`config.mk`:
```
export PLATFORM = sky130hd
export DESIGN_NAME = approx_div_flat
export DESIGN_NICKNAME = d
export VERILOG_FILES = /design/src/rtl/approx_div_if.sv /design/src/rtl/approx_div.sv /design/src/flat_wrapper.sv
export SDC_FILE = /design/constraint.sdc
export NUM_CORES = 1
export LEC_CHECK = 0
export CAP_MARGIN = 25
export CORE_UTILIZATION = 51
export CTS_CLUSTER_DIAMETER = 40
export DETAILED_ROUTE_END_ITERATION = 6
export PLACE_DENSITY = 0.77
export SLEW_MARGIN = 10
export SYNTH_ARGS = -nofsm -noshare
export SYNTH_HDL_FRONTEND = slang
export SYNTH_SLANG_ARGS = --single-unit
```
`constraint.sdc`:
```
create_clock -name en -period 4.54 [get_ports en]
set_clock_uncertainty 0.1 [all_clocks]
set_input_delay 0.908 -clock en [delete_from_list [all_inputs] [get_ports en]]
set_output_delay 0.908 -clock en [all_outputs]
set_load 0.1 [all_outputs]
```
`src/rtl/approx_div_if.sv`:
```
// Operand/result handshake bundle for approx_div.
// The master drives operands and out_ready; the slave (the divider) returns the quotient.
interface approx_div_if;
    logic [31:0] a;
    logic [31:0] b;
    logic        in_valid;
    logic        in_ready;
    logic [31:0] out;
    logic        out_valid;
    logic        out_ready;

    modport slave (
        input  a, b, in_valid, out_ready,
        output in_ready, out, out_valid
    );
    modport master (
        output a, b, in_valid, out_ready,
        input  in_ready, out, out_valid
    );
endinterface

```
`src/rtl/approx_div.sv`:
```
// Iterative FP32 divider: one quotient bit per cycle by restoring division.
// Denormals flush to zero, the mantissa is truncated and the exponent saturates to 255.
module approx_div (
    input logic         en,
    input logic         rst,
    approx_div_if.slave io
);
    typedef enum logic [1:0] {IDLE, CALC, DONE} state_t;

    state_t      state_q, state_d;
    logic        s_q, s_d;
    logic [7:0]  ea_q, ea_d, eb_q, eb_d;
    logic [23:0] mb_q, mb_d;
    logic [24:0] r_q, r_d, q_q, q_d;
    logic [4:0]  cnt_q, cnt_d;
    logic [31:0] out_q, out_d;
    logic        out_valid_q, out_valid_d;

    logic [7:0]  in_ea, in_eb;
    logic        in_s;
    logic        ge;
    logic [24:0] q_next;
    logic        adj;
    logic [22:0] m_n;
    logic signed [9:0] e_n;

    assign in_ea = io.a[30:23];
    assign in_eb = io.b[30:23];
    assign in_s  = io.a[31] ^ io.b[31];

    assign io.in_ready  = (state_q == IDLE);
    assign io.out       = out_q;
    assign io.out_valid = out_valid_q;

    always_ff @(posedge en) begin
        if (!rst) begin
            state_q     <= IDLE;
            s_q         <= 1'b0;
            ea_q        <= '0;
            eb_q        <= '0;
            mb_q        <= '0;
            r_q         <= '0;
            q_q         <= '0;
            cnt_q       <= '0;
            out_q       <= '0;
            out_valid_q <= 1'b0;
        end else begin
            state_q     <= state_d;
            s_q         <= s_d;
            ea_q        <= ea_d;
            eb_q        <= eb_d;
            mb_q        <= mb_d;
            r_q         <= r_d;
            q_q         <= q_d;
            cnt_q       <= cnt_d;
            out_q       <= out_d;
            out_valid_q <= out_valid_d;
        end
    end

    // One restoring step plus the normalization used on the final step.
    always_comb begin
        ge            = (r_q >= {1'b0, mb_q});
        q_next        = q_q;
        q_next[cnt_q] = ge;
        adj           = ~q_next[24];
        m_n           = q_next[24] ? q_next[23:1] : q_next[22:0];
        e_n           = 10'(ea_q) - 10'(eb_q) + 10'd127 - 10'(adj);
    end

    always_comb begin
        state_d     = state_q;
        s_d         = s_q;
        ea_d        = ea_q;
        eb_d        = eb_q;
        mb_d        = mb_q;
        r_d         = r_q;
        q_d         = q_q;
        cnt_d       = cnt_q;
        out_d       = out_q;
        out_valid_d = out_valid_q;
        case (state_q)
            IDLE: begin
                if (io.in_valid) begin
                    s_d  = in_s;
                    ea_d = in_ea;
                    eb_d = in_eb;
                    if (in_ea == 8'hFF || in_eb == 8'hFF || in_eb == 8'h00) begin
                        out_d       = {in_s, 8'hFF, 23'h0};
                        out_valid_d = 1'b1;
                        state_d     = DONE;
                    end else if (in_ea == 8'h00) begin
                        out_d       = {in_s, 8'h00, 23'h0};
                        out_valid_d = 1'b1;
                        state_d     = DONE;
                    end else begin
                        mb_d    = {1'b1, io.b[22:0]};
                        r_d     = {2'b01, io.a[22:0]};
                        q_d     = '0;
                        cnt_d   = 5'd24;
                        state_d = CALC;
                    end
                end
            end
            CALC: begin
                r_d = ge ? (r_q - {1'b0, mb_q}) << 1 : r_q << 1;
                q_d = q_next;
                if (cnt_q == 5'd0) begin
                    if (e_n >= 10'sd255)
                        out_d = {s_q, 8'hFF, 23'h0};
                    else if (e_n <= 10'sd0)
                        out_d = {s_q, 8'h00, 23'h0};
                    else
                        out_d = {s_q, e_n[7:0], m_n};
                    out_valid_d = 1'b1;
                    state_d     = DONE;
                end else begin
                    cnt_d = cnt_q - 5'd1;
                end
            end
            DONE: begin
                if (io.out_ready) begin
                    out_valid_d = 1'b0;
                    state_d     = IDLE;
                end
            end
            default: state_d = IDLE;
        endcase
    end
endmodule

```
`src/flat_wrapper.sv`:
```
// flat-port wrapper written by rule: the top's interface ports become plain ports
module approx_div_flat 
  (en, rst, io_a, io_b, io_in_valid, io_out_ready, io_in_ready, io_out, io_out_valid);
  approx_div_if io_i ();
  input logic en;
  input logic rst;
  input wire logic [$bits(io_i.a)-1:0] io_a;
  input wire logic [$bits(io_i.b)-1:0] io_b;
  input wire logic [$bits(io_i.in_valid)-1:0] io_in_valid;
  input wire logic [$bits(io_i.out_ready)-1:0] io_out_ready;
  output wire logic [$bits(io_i.in_ready)-1:0] io_in_ready;
  output wire logic [$bits(io_i.out)-1:0] io_out;
  output wire logic [$bits(io_i.out_valid)-1:0] io_out_valid;
  assign io_i.a = io_a;
  assign io_i.b = io_b;
  assign io_i.in_valid = io_in_valid;
  assign io_i.out_ready = io_out_ready;
  assign io_in_ready = io_i.in_ready;
  assign io_out = io_i.out;
  assign io_out_valid = io_i.out_valid;
  approx_div u_core (.en(en), .rst(rst), .io(io_i));
endmodule
```
== Word-level counts from Yosys, hierarchy flattened ==
Cells that the tools add are included.
Operators by class
  bitwise logic cells: 4
  reduce and logical (&&, ||, !) cells: 16
  equality and inequality tests: 11
  magnitude comparators: 5
  shifts and indexed selects: 0
  multiply operators: 0
  mux-type cells: 37
  div/mod/pow operators: 0
  add/subtract/negate cells: 5
Operators with widths (count)
  2-to-1 mux 25 bit: 7
  2-to-1 mux 32 bit: 4
  one-hot mux 25 bit (2 select lines): 2
  one-hot mux 32 bit (2 select lines): 1
  2-to-1 mux 31 bit: 2
  bitwise mux 25 bit: 1
  >= comparator 25 x 24 -> 1 bit: 1
  subtractor 24 bit: 1
  2-to-1 mux 23 bit: 1
  2-to-1 mux 5 bit: 4
  equality test 8 bit, second input constant: 2
  logical NOT 8 bit: 2
  AND reduction 4 bit: 3
  adder 10 x 7 -> 10 bit, second input constant: 1
  >= comparator 10 x 9 -> 1 bit, second input constant: 1
  less-or-equal comparator 10 x 1 -> 1 bit, second input constant: 1
  2-to-1 mux 2 bit: 5
  != test 2 bit, second input constant: 5
  one-hot mux 5 bit (2 select lines): 1
  AND reduction 5 bit: 2
  subtractor 10 x 1 -> 10 bit: 1
  subtractor 8 x 8 -> 9 bit: 1
  less-than comparator 5 x 6 -> 1 bit, second input constant: 1
  2-to-1 mux 1 bit: 6
  other kinds (19): 22
Storage, ports and cells
  output and inout bits: 34
  latch bits: 0
  memories kept: 0
  register bits: 131
  bits in read-only memories: 0
  logic and storage cells: 88
  bits in writable memories: 0

== Depth between registers and ports, before layout ==
  word-level depth: 12
  mapped depth: 23

== Worst setup path after synthesis ==
OpenSTA, ideal clock, no wires.
  path kind: flip-flop to flip-flop
  start point: reg u_core.mb_q[6]
  end point: reg u_core.out_q[10] (netlist: u_core.io.out[10])
  path slack: 0.244 ns
  library setup time: 0.118 ns
  arrival time: 4.078 ns
  cell stages (with the launch flop): 23
  data required time: 4.322 ns
  clock period less this slack: 4.296 ns
  cells stage by stage: dfxtp_1 inv_1 ha_1 a21o_1 a211o_1 or2_4 o211ai_4 nand4_1 nand2_2 inv_2 ha_1 ha_1 inv_1 fa_1 nor2b_1 o31ai_1 a21oi_1 or2_2 o21a_1 and3_1 buf_6 buf_6 a22o_1
Between the ends
  longest elaborated chain between the ends: 9
  elaborated cells between the ends (all ways): 11
  those cells by class: 1 x add/sub; 3 x order compare; 6 x mux; 1 x bitwise
Ends and longest elaborated chain
  start, declared: line approx_div.sv:13  | logic [23:0] mb_q, mb_d;
  start signal, assigned: line approx_div.sv:52  | mb_q <= mb_d;
  >= comparator 25 x 24 -> 1 bit (*): line approx_div.sv:63  | ge = (r_q >= {1'b0, mb_q});
  bitwise mux 25 bit (*): line approx_div.sv:65  | q_next[cnt_q] = ge;
  NOT 1 bit: line approx_div.sv:66  | adj = ~q_next[24];
  subtractor 10 x 1 -> 10 bit: line approx_div.sv:68  | e_n = 10'(ea_q) - 10'(eb_q) + 10'd127 - 10'(adj);
  less-or-equal comparator 10 x 1 -> 1 bit: line approx_div.sv:111  | else if (e_n <= 10'sd0)
  2-to-1 mux 31 bit: line approx_div.sv:111
  2-to-1 mux 31 bit (*): line approx_div.sv:109  | if (e_n >= 10'sd255)
  2-to-1 mux 32 bit (*): line approx_div.sv:108  | if (cnt_q == 5'd0) begin
  one-hot mux 32 bit (2 select lines) (*): line approx_div.sv:82  | case (state_q)
  end signal, assigned: line approx_div.sv:56  | out_q <= out_d;
  end, declared: line approx_div.sv:16  | logic [31:0] out_q, out_d;
Mark *: on every way between the ends. The rest lies on a longest branch, timed or not. The select of a mux whose other input is x is not followed.
A chain may end at the register's enable or synchronous reset.

== Final worst setup path ==
  start point: reg u_core.mb_q[6]
  end point: reg u_core.out_q[22] (netlist: u_core.io.out[22])
The elaborated chain is that of the path after synthesis.

==> flow_summary_export.csv <==
group,metric,value,unit
place,portBuffers,101,
grt,grt_start_max_net_pins,54,
power,cellLeakagePower,0.00401,µW
critical_path,reg2reg_depth,21,
critical_path,r2r_end,"u_core.io.out[22]$_SDFFE_PN0P_",
drt,wire_per_inst,15.6,µm
sta,period_share,95.4,%
drt,drc_errors,0,
power,vdd_ir_drop_max,0.370,mV
place,hpwl,14.6,mm
drt,dr.max_layer_used,"met4",
job,maxCapViolations,0,
place,place_congestion,0.867,
logic_synthesis,synth_area_leader_cell,"dfxtp_1",
critical_path,r2r_slack,0.21,ns
logic_synthesis,synth_xor_area_share,2.95,%
critical_path,critical_path_class,"reg2reg",
grt,grt_usage,26.7,%
floorplan,die_w,130,µm
cts,clockBufferDepth,2,
critical_path,crit_arrival,4.55,ns
power,pwr-share-comb,52.1,%
logic_synthesis,synthSimpleGateAreaFrac,26.1,%
floorplan,dieArea,16800,µm²
logic_synthesis,synth_common_cells,"nand2_1, dfxtp_1, a21oi_1",
sta,worst_slew_pin_slew,0.980,ns
logic_synthesis,synth_cell_types,71,
drt,via_per_inst,5.86,
critical_path,startpoint,"u_core.mb_q[6]$_SDFFE_PN0P_",
grt,antenna_found_initial,0,
logic_synthesis,ys.flop_type,"dfxtp_1",
floorplan,coreArea,15900,µm²
power,pwr_density_cell,565,nW/µm²
critical_path,required,4.75,ns
drt,route.met2.wl,10.4,mm
logic_synthesis,synth_edf_count,0,
floorplan,ioPinCount,102,
power,pwr-share-seq,23.8,%
logic_synthesis,synth_nets,1206,
drt,drtIter0Drc,811,
logic_synthesis,synth_mux_area_share,2.65,%
cts,clk_pin_slew,0.06,ns
cts,clockRootBuffer,"clkbuf_16",
logic_synthesis,synth_top_family_by_area,"simple AND/OR/NAND/NOR gates",
logic_synthesis,ys_seq_area_share,31.5,%
cts,clock-sinks,131,
drt,drt_wl_total,21.8,mm
critical_path,r2r_start,"u_core.mb_q[6]$_SDFFE_PN0P_",
sta,fin_ws,0.208,ns
grt,grt_pass1_vias,7630,
floorplan,rows,46,
cells_and_area,n_antenna_cell,0,
critical_path,setup.worst_path.end_class,"flop",
logic_synthesis,syn_inst,1090,
cts,hold_buffers,0,
sta,min_period,4.33,ns
logic_synthesis,syn_avg_cell_area,7.63,µm²
critical_path,cp_max_fo,23,
logic_synthesis,ys_warn_count,0,
sta,report.final.setup_viol,0,
power,clkPwrFrac,24.1,%
cells_and_area,nets,1283,
power,report.power.total,5770,µW
sta,relSlewSlack,34.5,%
logic_synthesis,synth_seq_cells,131,
logic_synthesis,synth_top_area_share,31.5,%
critical_path,crit_end,"u_core.io.out[22]$_SDFFE_PN0P_",
power,p_sw,2550,µW
power,p_sw_share,44.2,%
drt,wl_met3,1.27,mm
sta,hold_viol_final,0,
floorplan,die_h,130,µm
cells_and_area,final_util,64.2,%
cts,htreeDepth,4,
run_status,status,"finished, final reports clean",
logic_synthesis,synthAdderAreaFrac,7.50,%
sta,fmax,231,MHz
sta,finalMaxSlewViolations,0,
drt,drt_pre_antenna_iters,5,
cts,numCtsBuffers,17,
cells_and_area,area_growth,22.8,%
grt,grt_overflow,0,
drt,ant_nets,0,
floorplan,start_util,52.3,%
cts,clk_latency,0.43,ns
logic_synthesis,postSynth.asyncResetShare,0,%
drt,wl_met1,9.65,mm
cts,tritoncts,"done",
grt,grt_first_pass_wirelength,35.7,mm
logic_synthesis,synth_compound_area_share,22.8,%
drt,vias,8175,
hold_path,hp-class,"reg2reg",
place,post-place-ws,0.0254,ns
logic_synthesis,syn-cell-area,8310,µm²
critical_path,start_kind,"flop",
logic_synthesis,synth_area_leaders,"dfxtp_1, nand2_1, ha_1",
cells_and_area,drive_gt1_share,8.81,%
power,p_int,3220,µW
logic_synthesis,yosysMostFrequentCell,"nand2_1",
==> routing by layer <==
layer / vias to the layer above / track usage (%)
met4: 0 / 11.8
met2: 281 / 44.7
met5: - / 0
li1: 4009 / -
met1: 3838 / 33.4
met3: 47 / 4.91
==> how the worst min path moves through the flow <==
stage                                         startpoint                        endpoint  slack [ns]  depth (start not counted)
after floorplan             u_core.mb_q[23]$_SDFFE_PN0P_    u_core.mb_q[23]$_SDFFE_PN0P_        0.34                          2
after global placement      u_core.mb_q[13]$_SDFFE_PN0P_    u_core.mb_q[13]$_SDFFE_PN0P_        0.34                          2
after detailed placement     u_core.mb_q[9]$_SDFFE_PN0P_     u_core.mb_q[9]$_SDFFE_PN0P_        0.35                          2
after CTS                 u_core.io.out[31]$_SDFFE_PN0P_  u_core.io.out[31]$_SDFFE_PN0P_        0.35                          2
after global routing         u_core.mb_q[6]$_SDFFE_PN0P_     u_core.mb_q[6]$_SDFFE_PN0P_        0.38                          2
final                       u_core.mb_q[19]$_SDFFE_PN0P_    u_core.mb_q[19]$_SDFFE_PN0P_        0.35                          2
==> registers in the layout (all words and copies together) (netlist names) <==
name / count
u_core.ea_q: 8
u_core.state_q: 2
u_core.s_q: 1
u_core.io.out_valid: 1
u_core.io.out: 32
u_core.q_q: 25
u_core.eb_q: 8
u_core.mb_q: 24
u_core.r_q: 25
u_core.cnt_q: 5
==> metrics by stage <==
step	TNS [ns]	hold slack, ns	instances	instance area (µm²)
5_1_grt	-0.00819	0.378	1396	10200
4_1_cts	0	0.354	1393	10100
3_3_place_gp	0	0.342	1361	9460
3_5_place_dp	0	0.348	1361	9460
6_report	0	0.351	1396	10200
2_1_floorplan	0	0.335	1090	8310
==> placed cells by master (no fill, tap or decap), types with 4 or more instances in the layout <==
| cell type | netlist | final |
|---|---|---|
| nand2_1 | 212 | 212 |
| dfxtp_1 | 131 | 129 |
| a21oi_1 | 104 | 104 |
| clkdlybuf4s50_1 | 0 | 101 |
| nand3_1 | 66 | 65 |
| nor2_1 | 63 | 63 |
| inv_1 | 52 | 52 |
| ha_1 | 45 | 40 |
| a31oi_1 | 37 | 37 |
| nand4_1 | 32 | 32 |
| o21ai_0 | 24 | 23 |
| buf_4 | 1 | 23 |
| and2_1 | 22 | 22 |
| mux2i_1 | 22 | 22 |
| a21o_1 | 21 | 21 |
| a22o_1 | 20 | 20 |
| and3_1 | 18 | 17 |
| clkbuf_16 | 0 | 17 |
| xor2_1 | 14 | 14 |
| xnor2_1 | 14 | 13 |
| o21a_1 | 10 | 10 |
| nand2b_1 | 11 | 10 |
| a311oi_2 | 7 | 7 |
| a211oi_1 | 7 | 6 |
| nor3_1 | 5 | 5 |
| nor4_1 | 6 | 5 |
| a311oi_1 | 5 | 5 |
| a211o_1 | 4 | 4 |
| o311ai_1 | 4 | 4 |
==> worst max-delay path, stage by stage (launching register included) <==
cell and delay [ns]:
dfxtp_1 0.33, inv_1 0.05, ha_1 0.28, a21o_1 0.18
a211o_1 0.28, or2_4 0.28, o211ai_4 0.17, nand4_1 0.13
nand2_2 0.10, inv_2 0.04, ha_1 0.17, ha_1 0.21
inv_1 0.08, fa_2 0.24, nor2b_4 0.06, o31ai_4 0.21
a21oi_1 0.11, or2_2 0.36, o21a_1 0.23, and3_1 0.20
buf_8 0.17, a32o_1 0.25
==> layout make-up <==
type                    instances  area, µm²
clock buffers                  21        470
clock inverters                11        128
fillers                      1401       5680
inverters                      54        203
multi-input cells             836       5280
flip-flops and latches        131       2630
well taps                     216        270
repair buffers                127       1230
==> what timing repair did <==
item	in CTS	in global routing
resized for setup	0	25
setup buffers	0	2
endpoints found under the setup margin	0	26
==> cells by family (layout without fill, tap and decap cells) <==
kind of cell,Yosys count,count (layout)
and+or+nand+nor,461,461
AOI/OAI and AO/OA,277,277
buffers and inverters,123,213
adders and majority gates,48,48
DFF,131,131
muxes,22,22
xor gates and xnor gates,28,28
==> power groups by stage <==
stage                     Clock [µW]  Sequential, µW  Combinational, µW
after global placement             0            1390               2700
after CTS                       1400            1370               2770
after global routing            1460            1390               3240
after detailed placement           0            1390               2740
final                           1390            1370               3000
after floorplan                    0            1530               2010
Power figures use the tool's default switching activity.
